## src/rtl/ssd1309_spi_monitor.sv

```systemverilog
// ssd1309_spi_monitor: oversampling SSD1309 4-wire SPI receiver with command decode and pixel addressing
module ssd1309_spi_monitor #(
    parameter int SYNC_STAGES = 2,
    parameter int COL_MAX     = 127,
    parameter int PAGE_MAX    = 7
) (
    input  logic       clk,
    input  logic       rst_n,
    input  logic       sclk_i,
    input  logic       sdin_i,
    input  logic       dc_i,
    input  logic       cs_i,
    input  logic       res_i,
    output logic       byte_valid,
    output logic [7:0] byte_data,
    output logic       byte_dc,
    output logic       pix_we,
    output logic [6:0] pix_col,
    output logic [2:0] pix_page,
    output logic [1:0] addr_mode,
    output logic       display_on,
    output logic       frame_err
);
    typedef enum logic [1:0] {IDLE, ARG1, ARG2} state_t;
    state_t state_q, state_d;
    logic [SYNC_STAGES-1:0] sclk_q, sdin_q, dc_q, cs_q, res_q;
    logic sclk_s, sdin_s, dc_s, cs_s, res_s, sclk_prev_q, rise_q, cs_err;
    logic [6:0] shift_q;
    logic [2:0] bit_cnt_q;
    logic byte_valid_q, byte_dc_q, pix_we_q;
    logic [7:0] byte_data_q, cmd_q, cmd_d;
    logic [6:0] pix_col_q, col_q, col_d, col_lo_q, col_lo_d, col_hi_q, col_hi_d, arg_q, arg_d;
    logic [2:0] pix_page_q, page_q, page_d, pg_lo_q, pg_lo_d, pg_hi_q, pg_hi_d;
    logic [1:0] mode_q, mode_d;
    logic disp_q, disp_d, frame_err_q, frame_err_d, cmd_v, dat_v, col_wrap, pg_wrap;
    logic [7:0] b;

    assign sclk_s = sclk_q[SYNC_STAGES-1];
    assign sdin_s = sdin_q[SYNC_STAGES-1];
    assign dc_s   = dc_q[SYNC_STAGES-1];
    assign cs_s   = cs_q[SYNC_STAGES-1];
    assign res_s  = res_q[SYNC_STAGES-1];
    assign b      = byte_data_q;
    assign cmd_v  = byte_valid_q & ~byte_dc_q;
    assign dat_v  = byte_valid_q & byte_dc_q;
    assign cs_err = res_s & cs_s & (bit_cnt_q != 3'd0);
    assign col_wrap = col_q == col_hi_q;
    assign pg_wrap  = page_q == pg_hi_q;

    // Pin synchronizers plus a registered sclk rising-edge strobe
    always_ff @(posedge clk) begin
        if (!rst_n) begin
            sclk_q <= '0;
            sdin_q <= '0;
            dc_q <= '0;
            cs_q <= '1;
            res_q <= '1;
            sclk_prev_q <= 1'b0;
            rise_q <= 1'b0;
        end else begin
            sclk_q <= {sclk_q[SYNC_STAGES-2:0], sclk_i};
            sdin_q <= {sdin_q[SYNC_STAGES-2:0], sdin_i};
            dc_q <= {dc_q[SYNC_STAGES-2:0], dc_i};
            cs_q <= {cs_q[SYNC_STAGES-2:0], cs_i};
            res_q <= {res_q[SYNC_STAGES-2:0], res_i};
            sclk_prev_q <= sclk_s;
            rise_q <= sclk_s & ~sclk_prev_q;
        end
    end

    // Byte assembly; a completed data byte captures the pre-advance pointers
    always_ff @(posedge clk) begin
        if (!rst_n) begin
            shift_q <= '0;
            bit_cnt_q <= '0;
            byte_valid_q <= 1'b0;
            byte_data_q <= '0;
            byte_dc_q <= 1'b0;
            pix_we_q <= 1'b0;
            pix_col_q <= '0;
            pix_page_q <= '0;
        end else begin
            byte_valid_q <= 1'b0;
            pix_we_q <= 1'b0;
            if (!res_s || cs_s) begin
                bit_cnt_q <= '0;
            end else if (rise_q) begin
                shift_q <= {shift_q[5:0], sdin_s};
                bit_cnt_q <= bit_cnt_q + 3'd1;
                if (bit_cnt_q == 3'd7) begin
                    byte_valid_q <= 1'b1;
                    byte_data_q <= {shift_q, sdin_s};
                    byte_dc_q <= dc_s;
                    pix_we_q <= dc_s;
                    if (dc_s) begin
                        pix_col_q <= col_q;
                        pix_page_q <= page_q;
                    end
                end
            end
        end
    end

    // Parser state register
    always_ff @(posedge clk) begin
        if (!rst_n || !res_s) state_q <= IDLE;
        else state_q <= state_d;
    end

    // Parser next state: a data byte always aborts a pending command
    always_comb begin
        state_d = state_q;
        if (dat_v) state_d = IDLE;
        else if (cmd_v)
            case (state_q)
                IDLE: state_d = (b inside {8'h20, 8'h21, 8'h22, 8'h81, 8'h8D, 8'hA8, 8'hD3,
                                           8'hD5, 8'hD9, 8'hDA, 8'hDB}) ? ARG1 : IDLE;
                ARG1: state_d = (cmd_q == 8'h21 || cmd_q == 8'h22) ? ARG2 : IDLE;
                default: state_d = IDLE;
            endcase
    end

    // Parser outputs: command effects and pointer advance after data bytes
    always_comb begin
        cmd_d = cmd_q;
        arg_d = arg_q;
        mode_d = mode_q;
        disp_d = disp_q;
        col_d = col_q;
        page_d = page_q;
        col_lo_d = col_lo_q;
        col_hi_d = col_hi_q;
        pg_lo_d = pg_lo_q;
        pg_hi_d = pg_hi_q;
        if (cmd_v && state_q == IDLE) begin
            cmd_d = b;
            if (b[7:4] == 4'h0) col_d[3:0] = b[3:0];
            if (b[7:3] == 5'b00010) col_d[6:4] = b[2:0];
            if (b[7:3] == 5'b10110) page_d = b[2:0];
            if (b[7:1] == 7'b1010111) disp_d = b[0];
        end
        if (cmd_v && state_q == ARG1) begin
            arg_d = b[6:0];
            if (cmd_q == 8'h20) mode_d = (b[1:0] == 2'd3) ? 2'd2 : b[1:0];
        end
        if (cmd_v && state_q == ARG2 && cmd_q == 8'h21) begin
            col_lo_d = arg_q;
            col_hi_d = b[6:0];
            col_d = arg_q;
        end
        if (cmd_v && state_q == ARG2 && cmd_q == 8'h22) begin
            pg_lo_d = arg_q[2:0];
            pg_hi_d = b[2:0];
            page_d = arg_q[2:0];
        end
        if (dat_v)
            case (mode_q)
                2'd0: begin
                    col_d = col_wrap ? col_lo_q : col_q + 7'd1;
                    page_d = col_wrap ? (pg_wrap ? pg_lo_q : page_q + 3'd1) : page_q;
                end
                2'd1: begin
                    page_d = pg_wrap ? pg_lo_q : page_q + 3'd1;
                    col_d = pg_wrap ? (col_wrap ? col_lo_q : col_q + 7'd1) : col_q;
                end
                default: col_d = (col_q == 7'(COL_MAX)) ? 7'd0 : col_q + 7'd1;
            endcase
        frame_err_d = frame_err_q | cs_err | (dat_v & (state_q != IDLE));
    end

    // Parser datapath registers; OLED reset restores defaults but keeps frame_err
    always_ff @(posedge clk) begin
        if (!rst_n || !res_s) begin
            cmd_q <= '0;
            arg_q <= '0;
            mode_q <= 2'd2;
            disp_q <= 1'b0;
            col_q <= '0;
            page_q <= '0;
            col_lo_q <= '0;
            col_hi_q <= 7'(COL_MAX);
            pg_lo_q <= '0;
            pg_hi_q <= 3'(PAGE_MAX);
        end else begin
            cmd_q <= cmd_d;
            arg_q <= arg_d;
            mode_q <= mode_d;
            disp_q <= disp_d;
            col_q <= col_d;
            page_q <= page_d;
            col_lo_q <= col_lo_d;
            col_hi_q <= col_hi_d;
            pg_lo_q <= pg_lo_d;
            pg_hi_q <= pg_hi_d;
        end
    end

    // Sticky protocol-error flag
    always_ff @(posedge clk) begin
        if (!rst_n) frame_err_q <= 1'b0;
        else frame_err_q <= frame_err_d;
    end

    assign byte_valid = byte_valid_q;
    assign byte_data  = byte_data_q;
    assign byte_dc    = byte_dc_q;
    assign pix_we     = pix_we_q;
    assign pix_col    = pix_col_q;
    assign pix_page   = pix_page_q;
    assign addr_mode  = mode_q;
    assign display_on = disp_q;
    assign frame_err  = frame_err_q;
endmodule

```

## config.mk

```make
export PLATFORM = sky130hd
export DESIGN_NAME = ssd1309_spi_monitor
export DESIGN_NICKNAME = d
export VERILOG_FILES = /design/src/rtl/ssd1309_spi_monitor.sv
export SDC_FILE = /design/constraint.sdc
export NUM_CORES = 1
export LEC_CHECK = 0
export CELL_PAD_IN_SITES_DETAIL_PLACEMENT = 0
export CELL_PAD_IN_SITES_GLOBAL_PLACEMENT = 1
export CORE_MARGIN = 1
export CORE_UTILIZATION = 50
export CTS_BUF_LIST = sky130_fd_sc_hd__clkbuf_4
export CTS_CLUSTER_SIZE = 40
export DETAILED_ROUTE_END_ITERATION = 8
export GPL_ROUTABILITY_DRIVEN = 0
export GPL_TIMING_DRIVEN = 1
export HOLD_SLACK_MARGIN = 0.08
export PLACE_DENSITY = 0.95
export SETUP_SLACK_MARGIN = 0.05
export SKIP_CTS_REPAIR_TIMING = 1
export SLEW_MARGIN = 20
export SYNTH_ARGS = -nofsm -noshare
export SYNTH_HDL_FRONTEND = slang
export SYNTH_SLANG_ARGS = --single-unit
```

## constraint.sdc

```tcl
create_clock -name clk -period 3.5 [get_ports clk]
set_input_delay 0.875 -clock clk [delete_from_list [all_inputs] [get_ports clk]]
set_output_delay 0.875 -clock clk [all_outputs]
set_load 0.01 [all_outputs]
```

## Yosys cells after proc, flatten, opt, wreduce, memory -nomap -nowiden

Index checks and enable logic that the tools add are counted.

- Register bits: 94
- Input port bits: 7
- Logic and storage cells: 123

- Add/subtract/negate cells: 3
- Equality and inequality tests: 27
- Mux-type cells: 21
- Bitwise operators: 14
- Reductions and logical operators: 30

Operators by type and width:

| cell | count |
|---|---|
| 8-bit == test, second input constant | 8 |
| 8-bit by 6-bit == test with 1-bit output, second input constant | 6 |
| 7-bit 2-to-1 mux | 6 |
| 3-bit 2-to-1 mux | 7 |
| 7-bit == test, second input constant | 2 |
| 7-bit one-hot mux with 2 select lines | 1 |
| 3-bit nonzero test | 4 |
| 11-bit nonzero test | 1 |
| 3-bit AND reduction | 3 |
| 7-bit by 1-bit adder with 7-bit output, second input constant | 1 |
| 7-bit == test | 1 |
| 3-bit by 1-bit adder with 3-bit output, second input constant | 2 |
| 1-bit bitwise AND | 6 |
| 3-bit != test, second input constant | 2 |
| 1-bit inverter | 6 |
| 3-bit one-hot mux with 2 select lines | 1 |
| 2-bit AND reduction | 3 |
| 5-bit by 2-bit == test with 1-bit output, second input constant | 1 |
| 5-bit == test, second input constant | 1 |
| 1-bit logical AND | 5 |
| 2-bit by 1-bit == test with 1-bit output, second input constant | 2 |
| 2-bit == test, second input constant | 2 |
| 2-bit logical NOT | 2 |
| 4-bit logical NOT | 1 |
| other kinds (14) | 21 |

## Logic depth before layout (Yosys ltp)

Gate-level depths: netlist (run 1).

- Depth after elaboration: 7
- Mapped depth: 8

## Worst setup path before layout (run 1)

Ideal clock, no wire load.

- Kind: reg-to-reg
- Start point: register byte_valid_q, in the netlist byte_valid
- End point: register col_q[5]
- Library setup time: 116 ps
- Arrival time: 1685 ps
- Data required time: 3384 ps
- Setup slack: 1698 ps
- Stages on the path, launching flop included: 8
- Buffers on the path: 2
- Clock period less this slack: 1802 ps
- Cell sequence: dfxtp_1 buf_4 or4b_4 buf_6 nor3_2 o31a_2 o2111ai_1 o211a_1

- Cells in the longest elaborated chain, start to end: 5
- Elaborated cells on any way between the ends: 11
- Classes of those cells: eq/ne (1); mux (2); bitwise (2); reduce/logical (6)

RTL lines:

| what | RTL line | text |
|---|---|---|
| start: declaration | 30 | `logic byte_valid_q, byte_dc_q, pix_we_q;` |
| start signal: assignment | 76 | `byte_valid_q <= 1'b0;` |
| start signal: assignment | 83 | `byte_valid_q <= 1'b0;` |
| start signal: assignment | 91 | `byte_valid_q <= 1'b1;` |
| 1-bit bitwise AND | 44 | `assign cmd_v = byte_valid_q & ~byte_dc_q;` |
| 1-bit logical AND (2 in series) | 146 | `if (cmd_v && state_q == ARG2 && cmd_q == 8'h21) begin` |
| 3-bit nonzero test (no line) / 7-bit 2-to-1 mux (equally long branches) | -- |  |
| 3-bit AND reduction (no line) / 7-bit 2-to-1 mux (equally long branches) | -- |  |
| end signal: assignment | 189 | `col_q <= col_d;` |
| end: declaration | 32 | `logic [6:0] pix_col_q, col_q, col_d, col_lo_q, col_lo_d, col_hi_q, col_hi_d, arg_q, arg_d;` |

Several ways; a longest one is shown, not always the timed one.
A chain may end at the register's enable or synchronous reset.

## Worst setup path in the final report (run 1)

- Start point: register byte_data_q[0], in the netlist byte_data[0]
- End point: output byte_data[0]

RTL lines:

| what | RTL line | text |
|---|---|---|
| start: declaration | 31 | `logic [7:0] byte_data_q, cmd_q, cmd_d;` |
| start signal: assignment | 92 | `byte_data_q <= {shift_q, sdin_s};` |
| end: declaration | 15 | `output logic [7:0] byte_data,` |

No word-level cell between the ends.

==> results of run 1 <==
cell usage in the layout (no fill, tap or decap), drive strengths merged, types with 11 or more instances in the layout:
cell type,Yosys,routed
inv,6,11
a21boi,22,22
clkdlybuf4s50,0,31
nor2,20,20
mux2i,29,29
nor2b,11,11
o21ai,17,17
nand2,82,82
dfxtp,94,94
nand3,23,23
a21oi,25,25
logic make-up after synthesis:
kind of cell | count (synthesis) | synth area share, %
flops | 94 | 43.5
buf+inv | 42 | 4.45
compound gates | 94 | 14.6
xor+xnor | 15 | 3.04
mux | 33 | 7.75
fa+ha+maj | 5 | 1.45
simple gates | 203 | 25.3
worst reg2reg max path: cells and delay by family, from the launching register on:
family | cells | cell delay, ps
muxes | 2 | 540
AOI/OAI and AO/OA | 1 | 90
DFF | 1 | 560
and+or+nand+nor | 2 | 870
layer usage:
layer	track usage, %	vias up
met3	3.91	9
li1	-	1725
met1	29.3	1643
met4	5.30	0
met5	0	-
met2	37.5	84
how the worst max path moves through the flow:
stage	slack, ps	endpoint	from	depth (start not counted)
3_5_place_dp	1130	page_q[0]	rst_n	5
3_3_place_gp	1200	col_hi_q[2]	rst_n	4
5_1_grt	710	byte_data[0]	byte_data[0]	1
4_1_cts	750	byte_data[0]	byte_data[0]	1
2_1_floorplan	1700	col_q[5]	byte_valid	7
6_report	780	byte_data[0]	byte_data[0]	1
synth_stat cells, drive strengths merged (6+ instances only):
library cell | count | share of area, %
dfxtp | 94 | 43
nand2 | 82 | 7.1
mux2i | 29 | 6.7
a21oi | 25 | 3.0
nand3 | 23 | 2.7
a21boi | 22 | 3.8
clkbuf | 22 | 1.9
nor2 | 20 | 1.7
o21ai | 17 | 2.0
buf | 14 | 2.0
nor2b | 11 | 1.6
and2 | 10 | 1.4
xnor2 | 10 | 2.0
and3 | 7 | 1.0
nand2b | 7 | 1.0
nor3 | 7 | 0.93
inv | 6 | 0.52
nand4 | 6 | 1.0
flip-flops by register name, indices dropped and copies added (netlist names), 3 cells and up:
signal / cells
bit_cnt_q: 3
byte_data: 8
pg_hi_q: 3
page_q: 3
arg_q: 7
col_lo_q: 7
pg_lo_q: 3
pix_col: 7
col_q: 7
col_hi_q: 7
pix_page: 3
shift_q: 7
cmd_q: 8
power breakdown:
part / switching, µW / leakage, µW / internal (µW) / total, µW
combinational: 21.4 / 0.000952 / 17.1 / 38.6
clock: 410 / 0.0000784 / 172 / 581
sequential: 4.39 / 0.000760 / 1080 / 1080
total: 435 / 0.00179 / 1270 / 1700
through the flow:
stage / hold WS, ps / total power (µW) / worst slack (ps) / utilization [%]
3_5_place_dp: 379 / 1140 / 1130 / 56.1
5_1_grt: 428 / 1770 / 709 / 57.8
3_3_place_gp: 375 / 1140 / 1200 / 56.1
6_report: 397 / 1700 / 779 / 57.8
2_1_floorplan: 367 / 1130 / 1700 / -
4_1_cts: 400 / 1720 / 746 / 57.8
final cells by class:
| class | instances | area [µm²] | area share [%] |
|---|---|---|---|
| clock buffers | 9 | 67.6 | 1.41 |
| clock inverters | 7 | 71.3 | 1.49 |
| inverters | 6 | 22.5 | 0.469 |
| multi-input cells | 350 | 2260 | 47.1 |
| flip-flops and latches | 94 | 1880 | 39.2 |
| well taps | 105 | 131 | 2.74 |
| repair buffers | 38 | 363 | 7.56 |
==> flow_metrics.env, run 1 <==
export IMPL_clockBufferDepth=2
export IMPL_insertion_delay_ps=450
export IMPL_worst_path_largest_cell_delay_ps=740
export IMPL_final_setup_viol_count=0
export IMPL_insertedDiodeCount=0
export IMPL_grt_pass1_vias=3101
export IMPL_met2_length_um=4560
export IMPL_worst_pin_slew_ps=682
export IMPL_end_kind="output pin"
export IMPL_clock_sinks=94
export IMPL_die_w_um=95.0
export IMPL_grt_first_pass_wirelength_um=15500
export IMPL_finClkSkew_ps=18.3
export IMPL_synth_seq_cells=94
export IMPL_r2r_cells=5
export IMPL_synth_warnings=0
export IMPL_synth_distinct_cells=63
export IMPL_num_vias=3461
export IMPL_synth_async_sr_flop_share_pct=0
export IMPL_avgRoutedWirePerCell_um=15.5
export IMPL_critPathBufInv=1
export IMPL_start_util_pct=52.1
export IMPL_r2r_start="byte_valid"
export IMPL_max_freq_ghz=0.367
export IMPL_syn_area_um2=4330
export IMPL_routed_top_layer="met4"
export IMPL_ir_worst_vdd_mv=0.189
export IMPL_htree_num_levels=3
export IMPL_fillers=762
export IMPL_grt_max_degree=42
export IMPL_tns_ps=0
export IMPL_critical_path_required_ps=2620
export IMPL_layout_drive_gt1_share_pct=8.33
export IMPL_dieArea_um2=9030
export IMPL_fin_crit_sh_pct=77.8
export IMPL_dp_hpwl_um=6560
export IMPL_worstHoldPathType="reg2reg"
export IMPL_synth_area_per_cell_um2=8.91
export IMPL_area_growth_pct=10.8
export IMPL_clk_pin_slew_ps=170
export IMPL_worst_r2r_endpoint="page_q[1]"
export IMPL_ff2ff_setup_slack_ps=1340
export IMPL_cts_tree="yes"
export IMPL_cp_top_family="flip-flops"
export IMPL_whs_endpoint="rise_q"
export IMPL_synth_edff_count=0
export IMPL_fin_cells=609
export IMPL_p_leak_uw=0.00179
export IMPL_cts_root_buf="clkbuf_4"
export IMPL_crit_fanout=14
export IMPL_path_class="reg2out"
export IMPL_cap_violations=0
export IMPL_min_path_cells=1
export IMPL_fin_nets=511
export IMPL_synth_fp_nets=498
export IMPL_place_area_um2=4660
export IMPL_dp_cells=593
export IMPL_slew_headroom_pct=54.4
export IMPL_met1_length_um=4390
export IMPL_grtUsageTotal_pct=22.2
export IMPL_via_per_inst=5.68
export IMPL_p_per_area_nw_per_um2=355
export IMPL_startpoint_type="flop"
export IMPL_ant_nets=0
export IMPL_synth_ff_type="dfxtp_1"
export IMPL_min_period_ps=2720
export IMPL_hold_viol_final=0
export IMPL_core_um2=8300
export IMPL_min_delay_start="sclk_prev_q"
export IMPL_drt_wl_total_um=9470
export IMPL_yosysSeqAreaShare_pct=43.5
export IMPL_overflow=0
export IMPL_cp_cell_sequence="clkdlybuf4s50_1"
export IMPL_drtIter0Drc=161
export IMPL_status="complete, no violations"
export IMPL_report_final_slew_viol_count=0
export IMPL_fp_row_count=33
export IMPL_route_detailed_drc=0
export IMPL_grt_setup_unrepaired="no"
export IMPL_die_height_um=95.0
export IMPL_drt_pre_antenna_iters=4
export IMPL_worstPathArrival_ps=1850
export IMPL_crit_slowest_cell="dfxtp_1"
export IMPL_antenna_found_initial=0
export IMPL_cts_buffers=9
export IMPL_io_pins=32
export IMPL_met3_length_um=438
export IMPL_port_buffers=31
export IMPL_netlist_instances=486
export IMPL_stdcell_area_um2=4800
Power figures use the tool's default switching activity.
==> run 2: changes to the inputs <==
- CORE_UTILIZATION: 50 -> 42
- PLACE_DENSITY: 0.95 -> 0.88
- clock period: 3.5 -> 2.45 ns (I/O delays scaled with it)
==> flow_metrics.env, run 2 (synthesis gave the netlist of run 1 again) <==
export IMPL_antenna_found_initial=0
export IMPL_crit_slowest_cell="clkdlybuf4s50_1"
export IMPL_startpoint="byte_data[4]"
export IMPL_cap_violations=0
export IMPL_drt_wl_total_um=10000
export IMPL_whs_ps=397
export IMPL_finClkSkew_ps=17.4
export IMPL_grt_first_pass_wirelength_um=17100
export IMPL_min_delay_start="sclk_prev_q"
export IMPL_drt_pre_antenna_iters=5
export IMPL_core_um2=9860
export IMPL_utilization_pct=49.3
export IMPL_clock_sinks=94
export IMPL_htree_num_levels=3
export IMPL_fin_crit_sh_pct=94.5
export IMPL_r2r_start="cmd_q[2]"
export IMPL_path_class="reg2out"
export IMPL_report_final_slew_viol_count=0
export IMPL_via_per_inst=5.43
export IMPL_status="complete, no violations"
export IMPL_worst_pin_slew_ps=599
export IMPL_area_growth_pct=12.5
export IMPL_dp_hpwl_um=7040
export IMPL_critical_path_required_ps=1840
export IMPL_ant_nets=0
export IMPL_fp_row_count=36
export IMPL_cp_top_family="buffers and inverters"
export IMPL_grtUsageTotal_pct=19.8
export IMPL_layout_drive_gt1_share_pct=9.45
export IMPL_fillers=942
export IMPL_dp_cells=625
export IMPL_overflow=0
export IMPL_clockBufferDepth=2
export IMPL_grt_setup_unrepaired="no"
export IMPL_cts_tree="yes"
export IMPL_worstPathArrival_ps=1700
export IMPL_min_period_ps=2310
export IMPL_end_kind="output pin"
export IMPL_insertedDiodeCount=0
export IMPL_fin_cells=641
export IMPL_dieArea_um2=10700
export IMPL_avgRoutedWirePerCell_um=15.7
export IMPL_die_height_um=104
export IMPL_clk_pin_slew_ps=170
export IMPL_worstHoldPathType="reg2reg"
export IMPL_p_leak_uw=0.00181
export IMPL_ir_worst_vdd_mv=0.306
export IMPL_cts_root_buf="clkbuf_4"
export IMPL_fin_nets=515
export IMPL_insertion_delay_ps=460
export IMPL_regArea_um2=1880
export IMPL_critPathBufInv=1
export IMPL_num_vias=3478
export IMPL_final_common_cell="dfxtp_1"
export IMPL_die_w_um=104
export IMPL_grt_pass1_vias=3417
export IMPL_startpoint_type="flop"
export IMPL_port_buffers=31
export IMPL_crit_fanout=11
export IMPL_mostFrequentLayoutCells="92 x dfxtp_1, 82 x nand2_1, 31 x clkdlybuf4s50_1, 29 x mux2i_1, 24 x a21oi_1"
export IMPL_drtIter0Drc=185
export IMPL_io_pins=32
export IMPL_cts_buffers=9
export IMPL_final_setup_viol_count=0
export IMPL_max_freq_ghz=0.432
export IMPL_start_util_pct=43.9
export IMPL_slew_headroom_pct=59.8
export IMPL_worst_path_largest_cell_delay_ps=630
export IMPL_cp_cell_sequence="clkdlybuf4s50_1"
export IMPL_multi_input_area_um2=2260
export IMPL_hold_viol_final=0
export IMPL_tns_ps=0
export IMPL_p_per_area_nw_per_um2=504
export IMPL_power_uw=2450
export IMPL_route_detailed_drc=0
export IMPL_grt_max_degree=41
==> run 2: cell count changes in the layout (fill, tap and decap cells not counted), sizes merged <==
cell    delta
buf        +4
clkinv     -1
inv        +1
==> run 2: path summary, 6_finish.rpt <==
kind	slack [ps]	end	cells after the start
worst max-delay path	140	byte_data[4]	1
worst min-delay path	400	rise_q	1
worst max register to register	430	page_q[1]	5
worst min register to register	400	rise_q	1
==> run 2: where the power goes <==
group          switching (µW)  leakage, µW  internal (µW)
Combinational            31.5     0.000973           24.5
Clock                     604    0.0000785            247
Sequential               5.66     0.000761           1540
==> run 2: stage by stage <==
step	worst slack (ps)	cell area [µm²]
final	135	4870
after global routing	59.2	4870
after CTS	20.8	4860
after detailed placement	475	4720
after global placement	511	4720
after floorplan	648	4330
==> run 2: final cells by class <==
class / instances / area share [%]
clock buffers: 9 / 1.39
multi-input cells: 350 / 46.4
repair buffers: 42 / 8.07
well taps: 133 / 3.42
clock inverters: 7 / 1.52
flip-flops and latches: 94 / 38.7
inverters: 6 / 0.463
==> run 2: per-layer routing <==
metal	vias to the layer above	track usage, %	part of all wire, %	wire [µm]
met5	-	0	0	0
met4	0	6.63	2.0	200
met3	19	4.41	4.4	439
met2	81	33.4	47	4740
met1	1646	25.1	46	4660
li1	1732	-	-	-
